==> config.mk <==
export PLATFORM = sky130hd
export DESIGN_NAME = compare_arbiter
export DESIGN_NICKNAME = d
export VERILOG_FILES = /design/src/rtl/cmp_arb_pkg.sv /design/src/rtl/Comparator.sv /design/src/rtl/compare_rr_pick.sv /design/src/rtl/compare_arbiter.sv
export SDC_FILE = /design/constraint.sdc
export NUM_CORES = 1
export LEC_CHECK = 0
export ABC_AREA = 1
export CORE_MARGIN = 2
export CORE_UTILIZATION = 37
export CTS_BUF_LIST = sky130_fd_sc_hd__clkbuf_8
export DETAILED_ROUTE_END_ITERATION = 8
export DONT_BUFFER_PORTS = 1
export GPL_TIMING_DRIVEN = 0
export SLEW_MARGIN = 20
export SYNTH_ARGS = -nofsm -noshare
export SYNTH_HDL_FRONTEND = slang
export SYNTH_HIERARCHICAL = 1
export SYNTH_SLANG_ARGS = --single-unit
==> constraint.sdc <==
create_clock -name iClk -period 1.7 [get_ports iClk]
set_input_delay 0.51 -clock iClk [delete_from_list [all_inputs] [get_ports iClk]]
set_output_delay 0.51 -clock iClk [all_outputs]
set_load 0.02 [all_outputs]
==> src/rtl/cmp_arb_pkg.sv <==
// Shared types and constants for the comparator arbiter slice.
package cmp_arb_pkg;

  typedef enum logic [1:0] {
    IDLE = 2'd0,
    CMP  = 2'd1,
    RSP  = 2'd2
  } cmpArbState_e;

  localparam int CMP_GT = 0;
  localparam int CMP_EQ = 1;
  localparam int CMP_LT = 2;

endpackage

==> src/rtl/Comparator.sv <==
// Shared unsigned magnitude comparator; exactly one of gt/eq/lt is high.
module Comparator #(
  parameter int WIDTH = 32
) (
  input  logic [WIDTH-1:0] iA,
  input  logic [WIDTH-1:0] iB,
  output logic             oGt,
  output logic             oEq,
  output logic             oLt
);

  assign oGt = (iA > iB);
  assign oEq = (iA == iB);
  assign oLt = (iA < iB);

endmodule

==> src/rtl/compare_rr_pick.sv <==
// Rotating-priority picker: first set request at or after iPtr, with wrap-around.
module compare_rr_pick #(
  parameter int NUM_REQ = 4,
  parameter int IW      = 2
) (
  input  logic [NUM_REQ-1:0] iReq,
  input  logic [IW-1:0]      iPtr,
  output logic [NUM_REQ-1:0] oGnt,
  output logic [IW-1:0]      oIdx,
  output logic               oAny
);

  logic [IW-1:0] jIdx_s;
  logic          found_s;

  // Scan from the pointer upward and keep the first hit.
  always_comb begin
    oGnt    = '0;
    oIdx    = '0;
    jIdx_s  = '0;
    found_s = 1'b0;
    for (int k = 0; k < NUM_REQ; k++) begin
      jIdx_s = IW'((int'(iPtr) + k) % NUM_REQ);
      if (!found_s && iReq[jIdx_s]) begin
        found_s      = 1'b1;
        oIdx         = jIdx_s;
        oGnt[jIdx_s] = 1'b1;
      end else begin
        found_s = found_s;
      end
    end
    oAny = found_s;
  end

endmodule

==> src/rtl/compare_arbiter.sv <==
// Shares one Comparator among NUM_REQ requesters with an IDLE/CMP/RSP sequence.
// Define CMP_ARB_ROUND_ROBIN_EN for rotating priority; otherwise fixed lowest-index priority.
module compare_arbiter
  import cmp_arb_pkg::*;
#(
  parameter int NUM_REQ = 4,
  parameter int WIDTH   = 32
) (
  input  logic                       iClk,
  input  logic                       iRstN,
  input  logic [NUM_REQ-1:0]         iReq,
  input  logic [NUM_REQ*WIDTH-1:0]   iDataA,
  input  logic [NUM_REQ*WIDTH-1:0]   iDataB,
  output logic [NUM_REQ-1:0]         oGnt,
  output logic [NUM_REQ-1:0]         oValid,
  output logic [2:0]                 oResult,
  output logic                       oBusy
);

  localparam int IW = (NUM_REQ > 1) ? $clog2(NUM_REQ) : 1;

  cmpArbState_e        state_r, nextState_s;
  logic [NUM_REQ-1:0]  gnt_r, valid_r;
  logic [2:0]          result_r, cmpRes_s;
  logic                busy_r;
  logic [WIDTH-1:0]    opA_r, opB_r;
  logic [NUM_REQ-1:0]  pickGnt_s;
  logic [IW-1:0]       pickIdx_s, ptr_s;
  logic                pickAny_s;
  logic                gt_s, eq_s, lt_s;

`ifdef CMP_ARB_ROUND_ROBIN_EN
  logic [IW-1:0] ptr_r;

  // Pointer moves just past the most recent winner.
  always_ff @(posedge iClk or negedge iRstN) begin
    if (!iRstN) begin
      ptr_r <= '0;
    end else if (state_r == IDLE && pickAny_s) begin
      ptr_r <= (pickIdx_s == IW'(NUM_REQ - 1)) ? '0 : pickIdx_s + IW'(1);
    end else begin
      ptr_r <= ptr_r;
    end
  end
  assign ptr_s = ptr_r;
`else
  assign ptr_s = '0;
`endif

  compare_rr_pick #(.NUM_REQ(NUM_REQ), .IW(IW)) uPick (
    .iReq (iReq),
    .iPtr (ptr_s),
    .oGnt (pickGnt_s),
    .oIdx (pickIdx_s),
    .oAny (pickAny_s)
  );

  Comparator #(.WIDTH(WIDTH)) uCmp (
    .iA  (opA_r),
    .iB  (opB_r),
    .oGt (gt_s),
    .oEq (eq_s),
    .oLt (lt_s)
  );

  // Pack comparator flags into the result encoding.
  always_comb begin
    cmpRes_s         = 3'b000;
    cmpRes_s[CMP_GT] = gt_s;
    cmpRes_s[CMP_EQ] = eq_s;
    cmpRes_s[CMP_LT] = lt_s;
  end

  // State register.
  always_ff @(posedge iClk or negedge iRstN) begin
    if (!iRstN) begin
      state_r <= IDLE;
    end else begin
      state_r <= nextState_s;
    end
  end

  // Next-state logic; requests only matter in IDLE.
  always_comb begin
    nextState_s = state_r;
    case (state_r)
      IDLE:    nextState_s = pickAny_s ? CMP : IDLE;
      CMP:     nextState_s = RSP;
      RSP:     nextState_s = IDLE;
      default: nextState_s = IDLE;
    endcase
  end

  // Grant/operand capture, result registration and strobe/grant release.
  always_ff @(posedge iClk or negedge iRstN) begin
    if (!iRstN) begin
      gnt_r    <= '0;
      valid_r  <= '0;
      result_r <= 3'b000;
      busy_r   <= 1'b0;
      opA_r    <= '0;
      opB_r    <= '0;
    end else begin
      case (state_r)
        IDLE: begin
          if (pickAny_s) begin
            gnt_r  <= pickGnt_s;
            busy_r <= 1'b1;
            opA_r  <= iDataA[int'(pickIdx_s)*WIDTH +: WIDTH];
            opB_r  <= iDataB[int'(pickIdx_s)*WIDTH +: WIDTH];
          end else begin
            busy_r <= 1'b0;
          end
        end
        CMP: begin
          result_r <= cmpRes_s;
          valid_r  <= gnt_r;
        end
        RSP: begin
          valid_r <= '0;
          gnt_r   <= '0;
          busy_r  <= 1'b0;
        end
        default: begin
          valid_r <= '0;
          gnt_r   <= '0;
          busy_r  <= 1'b0;
        end
      endcase
    end
  end

  assign oGnt    = gnt_r;
  assign oValid  = valid_r;
  assign oResult = result_r;
  assign oBusy   = busy_r;

endmodule

==> out/qor.csv, run 1 <==
stage,metric,value,unit
sta,final hold vios,78,
global_route,vias in the first global route,6660,
final_layout,Ant. Diodes,0,
clocking,TritonCTS clock tree,yes,
critical_path,RR Endpoint,oResult[0]$_DFFE_PN0N_,
drt,routed wire length,24.97,mm
critical_path,CP Launch Type,input pin,
drt,Starting DRT DRC Count,277,
worst_hold_path,HP Class,in -> async,
clocking,"Reg clk slew, reported paths",0.08,ns
die,Core Box Area,19330,um2
global_route,largest net degree at the start of global routing,79,
final_layout,share of cells above drive strength 1,0.2978,
clocking,CTS root buf,clkbuf_8,
final_layout,nets,1645,
critical_path,"Critical Path, Cell by Cell","clkinv_16, nand2_8, nand3_4, nand2_4, nor2_4, a21oi_2, nand3_2, inv_4, buf_12, buf_12, buf_12, nand2_2, nand3_2, nand2_1, nand2_1, nand2_1",
yosys,post-synth design cell area,7256,um2
critical_path,Worst R2R Path Depth,8,
sta,RSZ-0062 raised after global routing,true,
drt,routed vias/inst,4.813,
yosys,Yosys warnings,6,
final_layout,"most common cell after layout, fill and taps aside",nand2_1,
drt,Routed Antenna Nets,0,
final_layout,Fillers,1901,
drt,WL per Instance,15.46,um
clocking,clk_lat worst skew,0.37,ns
critical_path,CP Launch Point,iReq[0],
final_layout,fin util,0.5292,
critical_path,critical path required time,1.96,ns
pwr,Pwr Density,1219,nW/um2
yosys,cell accounting for the most synthesized area,nand2_1,
global_route,initial antenna violation count,0,
yosys,number of flops mapped to enable cells by yosys,0,
critical_path,crit-path max cell delay,0.15,ns
critical_path,worst reg-to-reg setup slack,-0.01,ns
sta,Slew Limit Fails,0,
critical_path,Reg2Reg Launch Point,opA_r[11]$_DFFE_PN0P_,
sta,Fin Hold WS,-0.1582,ns
run,Max Cap Viol,0,
place,Final Wtd Congestion,0.8039,
sta,Final setup viols,2,
final_layout,fin cells,1615,
yosys,Synth top area share,0.2964,
sta,Tcrit/Tclk final,1.018,
global_route,Total GRT Usage,0.2079,
die,Die Span Y,144.0,um
critical_path,Worst setup EP type,register,
clocking,CTS Sinks,78,
status,outcome,"finished, violations left",
critical_path,slowest CP cell,a21oi_2,
critical_path,Setup crit end,opB_r[26]$_DFFE_PN0P_,
global_route,total grt overflow,0,
pwr,leakage,6.266,nW
clocking,CTS Buf Count,9,
die,# rows,51,
die,I/O Pins,274,
clocking,CTS H-Tree Depth,3,
yosys,Synth Flop Type,dfrtp_1,
sta,crit path time final,1.730,ns
sta,Worst Skew,0.01114,ns
yosys,ys async rst share,1.000,
critical_path,worst setup path category,in -> reg,
drt,DRC Markers,0,
final_layout,cell area after layout,10230,um2
status,failing checks,"negative hold slack, negative setup slack",
yosys,"flops & latches, synth",78,
clocking,clk buf depth,2,
drt,DR vias,7773,
final_layout,area delta synth->final,41.02,%
place,Port Buffers,0,
critical_path,"Max FO, Critical Path",6,
die,DIE WIDTH,144.0,um
global_route,global-route wire length before repair,33.11,mm
place,DP Wirelength,16.75,mm
die,die area,20750,um2
critical_path,Crit path arrival time,1.99,ns
final_layout,"commonest cells after routing, fill and taps aside","nand2_1, inv_1, nand2_2",
yosys,Avg Synthesized Cell Area,5.646,um2
sta,setup tns final,-0.04343,ns
place,dpl cells,1562,
sta,Final WS setup,-0.02994,ns
yosys,sequential area share after synthesis,0.2690,
yosys,largest cells by area after synthesis,"nand2_1, dfrtp_1, inv_1",
yosys,post-synthesis cell count,1285,
drt,DRT Pass-1 Iters,5,
die,initial core utilization,0.3753,
yosys,distinct cell type count after synthesis,30,
pwr,Peak VDD IR,491.7,uV
place,placed cell areas,7805,um2
sta,fmax,578.1,MHz
flip-flops by register name, indices dropped and copies added (netlist names):
name     cells
oResult      3
oBusy        1
opB_r       32
state_r      2
oGnt         4
oValid       4
opA_r       32
final cells by class:
type,instances,area [um2],area share
Multi-Input combinational cell,849,5171,0.5054
Sequential cell,78,1952,0.1908
Inverter,314,1210,0.1182
Timing Repair Buffer,43,797.0,0.07789
Buffer,51,603.1,0.05894
Tap cell,265,331.6,0.03240
Clock buffer,11,151.4,0.01480
Clock inverter,4,16.27,0.001590
metal layers:
layer,vias up,share of wire,GRT usage,wire length [um]
met5,-,0,0,0
met4,0,0.029,0.07843,714
met3,48,0.049,0.02947,1232
met2,282,0.49,0.3501,12190
met1,3571,0.43,0.2711,10830
li1,3872,-,-,-
power by group:
part | leakage, nW | internal [mW] | switching (mW)
sequential | 0.970 | 2.75 | 0.709
combinational | 5.20 | 3.30 | 4.43
clock | 0.0990 | 0.585 | 0.693
critical path, delay by kind of cell:
family | cells | cell delay (ns)
buffers and inverters | 5 | 0.58
AO/OA/AOI/OAI | 1 | 0.15
AND/OR/NAND/NOR | 10 | 0.73
synthesized netlist by cell type, types with 2 or more instances:
| master | count |
|---|---|
| nand2_1 | 573 |
| inv_1 | 308 |
| nand3_1 | 150 |
| dfrtp_1 | 78 |
| buf_2 | 43 |
| ha_1 | 37 |
| a21oi_1 | 22 |
| o21ai_0 | 10 |
| nand2_2 | 9 |
| nand4_1 | 8 |
| nor2_1 | 7 |
| inv_2 | 6 |
| buf_1 | 5 |
| clkbuf_1 | 5 |
| a21boi_0 | 4 |
| buf_4 | 2 |
| nor2_2 | 2 |
| nor2_4 | 2 |
| nor3_2 | 2 |
| o21a_1 | 2 |
cells by family after synthesis:
logic type | share of synthesized area
other cells | 0.0005168
flops | 0.2690
fa+ha+maj | 0.06380
simple gates | 0.4358
compound gates | 0.03001
buf+inv | 0.2009
stage by stage:
| step | hold slack [ns] | total power, mW | worst slack (ns) |
|---|---|---|---|
| floorplan | 0.2144 | 7.838 | -0.1223 |
| global route | -0.1846 | 13.67 | -0.1349 |
| CTS | -0.1864 | 11.17 | -0.08854 |
| finish | -0.1582 | 12.47 | -0.02994 |
| global placement | 0.2216 | 9.200 | -0.7435 |
| detailed placement | 0.2221 | 9.319 | -0.7423 |
timing repair:
item	in CTS	in global routing
buffers inserted	16	7
setup endpoints to repair	65	68
resized for setup	69	350
pin swaps	9	229
endpoints found under the hold margin	78	78
gates cloned	3	18
worst min-delay path by stage:
stage,slack [ns],from,end
CTS,-0.19,iRstN,opB_r[30]$_DFFE_PN0P_
global route,-0.18,iRstN,opA_r[1]$_DFFE_PN0P_
detailed placement,0.22,iRstN,oValid[2]$_DFFE_PN0P_
global placement,0.22,iRstN,oGnt[2]$_DFFE_PN0P_
floorplan,0.21,iRstN,oBusy$_DFFE_PN0P_
finish,-0.16,iRstN,oGnt[1]$_DFFE_PN0P_
No activity file was read; power rests on OpenSTA's default activity.
==> inputs of run 2 (changes only) <==
--- a/config.mk
+++ b/config.mk
@@ -5,13 +5,13 @@
 export SDC_FILE = /design/constraint.sdc
 export NUM_CORES = 1
 export LEC_CHECK = 0
-export ABC_AREA = 1
 export CORE_MARGIN = 2
 export CORE_UTILIZATION = 37
 export CTS_BUF_LIST = sky130_fd_sc_hd__clkbuf_8
 export DETAILED_ROUTE_END_ITERATION = 8
 export DONT_BUFFER_PORTS = 1
 export GPL_TIMING_DRIVEN = 0
+export SKIP_CTS_REPAIR_TIMING = 1
 export SLEW_MARGIN = 20
 export SYNTH_ARGS = -nofsm -noshare
 export SYNTH_HDL_FRONTEND = slang
==> out/qor.csv, run 2 <==
stage,metric,value,unit,change
place,placed cell areas,6731,um2,was 7805 um2
place,Final Wtd Congestion,0.7860,,was 0.8039
critical_path,CP Launch Type,input pin,,unchanged
sta,crit path time final,2.307,ns,was 1.730 ns
final_layout,area delta synth->final,27.03,%,was 41.02%
sta,Worst Skew,0.01291,ns,was 0.01114 ns
pwr,Pwr Density,1591,nW/um2,was 1219 nW/um2
drt,DRC Markers,0,,unchanged
critical_path,critical path required time,1.93,ns,was 1.96 ns
critical_path,critical path's top delay family,multiplexers,,was simple AND/OR/NAND/NOR gates
global_route,vias in the first global route,4840,,was 6660
yosys,cell accounting for the most synthesized area,dfrtp_1,,was nand2_1
status,outcome,"finished, violations left",,unchanged
final_layout,"most common cell after layout, fill and taps aside",nand2_1,,unchanged
die,Core Box Area,16410,um2,was 19330 um2
final_layout,Fillers,1480,,was 1901
place,DP Wirelength,13.38,mm,was 16.75 mm
die,DIE WIDTH,132.8,um,was 144.0 um
final_layout,share of cells above drive strength 1,0.3762,,was 0.2978
clocking,CTS H-Tree Depth,3,,unchanged
sta,Worst Tran Pin Value,0.5459,ns,
global_route,initial antenna violation count,0,,unchanged
drt,routed vias/inst,5.653,,was 4.813
pwr,leakage,3.224,nW,was 6.266 nW
yosys,largest cells by area after synthesis,"dfrtp_1, mux2i_1, o221ai_2",,"was nand2_1, dfrtp_1, inv_1"
yosys,number of flops mapped to enable cells by yosys,0,,unchanged
final_layout,Largest regs,"opA_r (32), opB_r (32)",,unchanged
drt,routed wire length,18.10,mm,was 24.97 mm
sta,Fin Hold WS,-0.1701,ns,was -0.1582 ns
sta,Tcrit/Tclk final,1.357,,was 1.018
final_layout,Sequential cell area,1952,um2,unchanged
critical_path,"Max FO, Critical Path",11,,was 6
yosys,ys async rst share,1.000,,unchanged
pwr,Psw,5.273,mW,was 5.834 mW
yosys,"flops & latches, synth",78,,unchanged
run,Max Cap Viol,0,,unchanged
pwr,combinational share of power,0.612,,was 0.620
sta,RSZ-0062 raised after global routing,true,,unchanged
drt,Routed Antenna Nets,0,,unchanged
sta,Slew Limit Fails,0,,unchanged
yosys,distinct cell type count after synthesis,51,,was 30
final_layout,"commonest cells after routing, fill and taps aside","nand2_1, dfrtp_1, mux2i_1",,"was nand2_1, inv_1, nand2_2"
drt,DRT Pass-1 Iters,7,,was 5
final_layout,fin util,0.4752,,was 0.5292
yosys,sequential area share after synthesis,0.3180,,was 0.2690
pwr,Net Sw Frac,0.4250,,was 0.4678
yosys,Avg Synthesized Cell Area,10.84,um2,was 5.646 um2
pwr,Clock power frac,0.112,,was 0.102
yosys,Yosys warnings,6,,unchanged
sta,Final WS setup,-0.6069,ns,was -0.02994 ns
drt,DR vias,4669,,was 7773
status,failing checks,"negative hold slack, negative setup slack",,unchanged
clocking,TritonCTS clock tree,yes,,unchanged
sta,setup tns final,-36.91,ns,was -0.04343 ns
final_layout,fin cells,826,,was 1615
critical_path,Crit path arrival time,2.54,ns,was 1.99 ns
final_layout,nets,900,,was 1645
global_route,global-route wire length before repair,26.30,mm,was 33.11 mm
critical_path,Worst setup EP type,register,,unchanged
sta,Slew headroom,0.6361,,
final_layout,Ant. Diodes,0,,unchanged
clocking,"Reg clk slew, reported paths",0.09,ns,was 0.08 ns
critical_path,Critical path buffers and inverters,3,,was 5
clocking,clk_lat worst skew,0.36,ns,was 0.37 ns
drt,WL per Instance,21.92,um,was 15.46 um
clocking,CTS root buf,clkbuf_8,,unchanged
yosys,post-synthesis cell count,566,,was 1285
final_layout,area occupied by multi-input gates,4472,um2,was 5171 um2
global_route,Total GRT Usage,0.1950,,was 0.2079
yosys,cell with the most instances after synthesis,mux2i_1,,was nand2_1
critical_path,crit-path max cell delay,0.45,ns,was 0.15 ns
die,I/O Pins,274,,unchanged
drt,Starting DRT DRC Count,134,,was 277
place,Port Buffers,0,,unchanged
critical_path,slowest CP cell,mux4_2,,was a21oi_2
global_route,largest net degree at the start of global routing,79,,unchanged
place,dpl cells,796,,was 1562
pwr,P_int,7.134,mW,was 6.637 mW
worst_hold_path,HP Class,in -> async,,unchanged
clocking,CTS Sinks,78,,unchanged
sta,Final setup viols,72,,was 2
global_route,total grt overflow,0,,unchanged
critical_path,"Critical Path, Cell by Cell","mux4_2, buf_6, nor4b_4, nor2_1, a32o_2, buf_12, buf_12, mux2i_2, o221ai_1",,"was clkinv_16, nand2_8, nand3_4, nand2_4, nor2_4, a21oi_2, nand3_2, inv_4, buf_12, buf_12, buf_12, nand2_2, nand3_2, nand2_1, nand2_1, nand2_1"
clocking,CTS Buf Count,9,,unchanged
pwr,sequential power share,0.276,,was 0.277
sta,fmax,433.5,MHz,was 578.1 MHz
die,die area,17630,um2,was 20750 um2
critical_path,worst setup path category,in -> reg,,unchanged
die,# rows,47,,was 51
yosys,Commonest cells post-synth,"mux2i_1, nand2_1, dfrtp_1",,"was nand2_1, inv_1, nand3_1"
critical_path,Crit path top cell by count,buf_12,,
clocking,clk buf depth,2,,unchanged
pwr,Peak VDD IR,780.2,uV,was 491.7 uV
sta,final hold vios,78,,unchanged
yosys,post-synth design cell area,6137,um2,was 7256 um2
yosys,Synth top area share,0.3180,,was 0.2964
die,initial core utilization,0.3741,,was 0.3753
yosys,Synth Flop Type,dfrtp_1,,unchanged
die,Die Span Y,132.8,um,was 144.0 um
final_layout,cell area after layout,7796,um2,was 10230 um2
==> run 2: cell count changes in the layout (fill, tap and decap cells not counted), moves of 60 or more <==
cell      before  now
inv_1        309   39
mux2i_1        0   66
nand2_1      406   83
nand2_2      118    0
nand3_2       94    0
o221ai_2       0   60
==> run 2: logic make-up after synthesis <==
family / after synthesis / synth area share
other cells: 1 / 0.0006110
flops: 78 / 0.3180
fa+ha+maj: 37 / 0.07543
compound gates: 106 / 0.1986
simple gates: 122 / 0.09603
buf+inv: 79 / 0.06830
mux: 143 / 0.2430
==> run 2: area by class of cell <==
type	count	area share
inverters	38	0.01830
repair buffers	15	0.01814
multi-input cells	419	0.5736
plain buffers	40	0.07976
flip-flops and latches	78	0.2504
clock inverters	7	0.008666
clock buffers	9	0.01589
well taps	220	0.03531
==> run 2: power by group through the flow <==
stage	registers [mW]	logic [mW]	clock network [mW]
5_1_grt	3.51	8.36	1.52
3_3_place_gp	3.41	6.40	0
3_5_place_dp	3.42	6.57	0
2_1_floorplan	3.26	5.21	0
4_1_cts	3.40	6.61	1.45
6_report	3.42	7.59	1.39
==> run 2: path summary, 6_finish.rpt <==
path / cells past startpoint / slack (ns) / startpoint / to
min in group iClk: 2 / 0.33 / iDataB[21] / opB_r[21]$_DFFE_PN0P_
min reg2reg: 2 / 0.49 / opB_r[7]$_DFFE_PN0P_ / opB_r[7]$_DFFE_PN0P_
max in group asynchronous: 0 / 1.71 / iRstN / opB_r[5]$_DFFE_PN0P_
max reg2reg: 9 / -0.26 / opA_r[14]$_DFFE_PN0P_ / oResult[2]$_DFFE_PN0N_
min: 0 / -0.17 / iRstN / opB_r[24]$_DFFE_PN0P_
max: 9 / -0.61 / iReq[1] / opA_r[28]$_DFFE_PN0P_
==> run 2: per-layer routing <==
layer	vias to the layer above	part of all wire	GRT usage
li1	2203	-	-
met1	2261	0.41	0.2375
met2	188	0.52	0.3477
met3	17	0.051	0.03602
met4	0	0.015	0.06213
met5	-	0	0
==> run 2: per-stage QoR <==
stage | power (mW) | worst slack [ns]
2_1_floorplan | 8.470 | -0.7804
3_3_place_gp | 9.810 | -1.130
3_5_place_dp | 9.998 | -1.178
4_1_cts | 11.46 | -0.8059
5_1_grt | 13.39 | -0.6362
6_report | 12.41 | -0.6069
==> inputs of run 3 (changes only) <==
--- a/config.mk
+++ b/config.mk
@@ -12,6 +12,7 @@
 export DONT_BUFFER_PORTS = 1
 export GPL_TIMING_DRIVEN = 0
 export SKIP_CTS_REPAIR_TIMING = 1
+export SKIP_LAST_GASP = 1
 export SLEW_MARGIN = 20
 export SYNTH_ARGS = -nofsm -noshare
 export SYNTH_HDL_FRONTEND = slang
==> out/qor.csv, run 3 (synthesized netlist as in run 2, its figures left out) <==
stage,metric,value,unit,change
global_route,largest net degree at the start of global routing,79,,unchanged
critical_path,CP Launch Type,input pin,,unchanged
clocking,CTS H-Tree Depth,3,,unchanged
sta,final hold vios,78,,unchanged
critical_path,critical path required time,1.93,ns,about the same
place,Final Wtd Congestion,0.7860,,unchanged
worst_hold_path,HP Class,in -> async,,unchanged
drt,routed vias/inst,5.713,,was 5.653
sta,Slew headroom,0.6327,,was 0.6361
drt,WL per Instance,21.90,um,was 21.92 um
global_route,Total GRT Usage,0.1950,,unchanged
drt,DRT Pass-1 Iters,7,,unchanged
final_layout,nets,900,,unchanged
place,placed cell areas,6731,um2,unchanged
final_layout,area delta synth->final,26.44,%,was 27.03%
final_layout,fin util,0.4730,,was 0.4752
sta,Final setup viols,72,,unchanged
die,Core Box Area,16410,um2,unchanged
final_layout,Ant. Diodes,0,,unchanged
status,failing checks,"negative hold slack, negative setup slack",,unchanged
drt,DR vias,4719,,was 4669
drt,met2 wire len,9.491,mm,was 9.501 mm
pwr,Net Sw Frac,0.4262,,was 0.4250
clocking,TritonCTS clock tree,yes,,unchanged
critical_path,worst setup path category,in -> reg,,unchanged
pwr,Clock power frac,0.113,,was 0.112
pwr,Peak VDD IR,780.6,uV,was 780.2 uV
drt,Max Used Layer,met4,,unchanged
critical_path,"Max FO, Critical Path",11,,unchanged
sta,Worst Skew,0.01419,ns,was 0.01291 ns
drt,Metal-1 WL,7.424,mm,was 7.398 mm
clocking,"Reg clk slew, reported paths",0.09,ns,about the same
sta,RSZ-0062 raised after global routing,true,,unchanged
final_layout,"most common cell after layout, fill and taps aside",nand2_1,,unchanged
critical_path,Worst setup EP type,register,,unchanged
place,Port Buffers,0,,unchanged
pwr,P_int,7.111,mW,was 7.134 mW
critical_path,CP Launch Point,iReq[1],,unchanged
sta,Worst Tran Pin Value,0.5510,ns,was 0.5459 ns
clocking,CTS Sinks,78,,unchanged
drt,Detail Route met3 WL,908,um,was 923 um
final_layout,Largest regs,"opA_r (32), opB_r (32)",,unchanged
sta,Slew Limit Fails,0,,unchanged
final_layout,cell area after layout,7760,um2,was 7796 um2
place,DP Wirelength,13.38,mm,unchanged
clocking,clk_lat worst skew,0.37,ns,was 0.36 ns
pwr,combinational share of power,0.611,,was 0.612
sta,Tcrit/Tclk final,1.356,,was 1.357
pwr,leakage,3.226,nW,was 3.224 nW
status,outcome,"finished, violations left",,unchanged
pwr,Psw,5.282,mW,was 5.273 mW
clocking,CTS Buf Count,9,,unchanged
clocking,clk buf depth,2,,unchanged
place,pre-CTS setup slack,-1.178,ns,unchanged
die,DIE WIDTH,132.8,um,unchanged
drt,DRC Markers,0,,unchanged
final_layout,"commonest cells after routing, fill and taps aside","nand2_1, dfrtp_1, mux2i_1",,unchanged
pwr,Design Power,12.39,mW,was 12.41 mW
clocking,CTS root buf,clkbuf_8,,unchanged
pwr,Pwr Density,1597,nW/um2,was 1591 nW/um2
die,initial core utilization,0.3741,,unchanged
critical_path,worst reg-to-reg setup slack,-0.26,ns,about the same
run,Max Cap Viol,0,,unchanged
die,die area,17630,um2,unchanged
global_route,initial antenna violation count,0,,unchanged
global_route,vias in the first global route,4840,,unchanged
die,I/O Pins,274,,unchanged
sta,Fin Hold WS,-0.1754,ns,was -0.1701 ns
global_route,total grt overflow,0,,unchanged
sta,Final WS setup,-0.6053,ns,was -0.6069 ns
die,Die Span Y,132.8,um,unchanged
sta,crit path time final,2.305,ns,was 2.307 ns
pwr,sequential power share,0.276,,about the same
die,# rows,47,,unchanged
drt,Starting DRT DRC Count,115,,was 134
final_layout,share of cells above drive strength 1,0.3696,,was 0.3762
critical_path,Reg2Reg Launch Point,opA_r[14]$_DFFE_PN0P_,,unchanged
sta,fmax,433.8,MHz,was 433.5 MHz
drt,routed wire length,18.09,mm,was 18.10 mm
global_route,global-route wire length before repair,26.30,mm,unchanged
drt,Routed Antenna Nets,0,,unchanged
critical_path,Crit path arrival time,2.54,ns,about the same
-- run 3: critical path, stage by stage --
cell and delay (ns):
mux4_2 0.45, buf_6 0.15, nor4b_4 0.35, nor2_1 0.08, a32o_2 0.27, buf_12 0.17, buf_12 0.17, mux2i_2 0.21
o221ai_1 0.15
-- run 3: final timing paths --
kind	end	cells after the start
min in group iClk	opB_r[21]$_DFFE_PN0P_	2
max	opA_r[28]$_DFFE_PN0P_	9
max in group asynchronous	opB_r[5]$_DFFE_PN0P_	0
min reg2reg	opB_r[7]$_DFFE_PN0P_	2
min	opB_r[24]$_DFFE_PN0P_	0
max reg2reg	oResult[2]$_DFFE_PN0N_	9
-- run 3: power by group through the flow --
stage | Combinational (mW) | Clock (mW) | Sequential, mW
3_5_place_dp | 6.57 | 0 | 3.42
5_1_grt | 8.33 | 1.52 | 3.51
6_report | 7.57 | 1.40 | 3.42
2_1_floorplan | 5.21 | 0 | 3.26
3_3_place_gp | 6.40 | 0 | 3.41
4_1_cts | 6.61 | 1.45 | 3.40
-- run 3: area by class of cell --
cell class / count / area [um2]
fillers: 1482 / 8647
multi-input cells: 419 / 4439
flip-flops and latches: 78 / 1952
plain buffers: 40 / 621.8
well taps: 220 / 275.3
inverters: 38 / 142.6
repair buffers: 15 / 137.6
clock buffers: 9 / 123.9
clock inverters: 7 / 67.56
-- run 3: metrics by stage --
| stage | cells | setup TNS [ns] |
|---|---|---|
| after CTS | 812 | -46.97 |
| after floorplan | 576 | -51.64 |
| after global placement | 796 | -70.40 |
| final | 826 | -36.62 |
| after detailed placement | 796 | -75.03 |
| after global routing | 826 | -40.22 |
-- run 3: routing by layer --
layer / vias to the layer above / GRT usage
met2: 186 / 0.3477
li1: 2204 / -
met1: 2313 / 0.2375
met3: 16 / 0.03602
met4: 0 / 0.06213
met5: - / 0
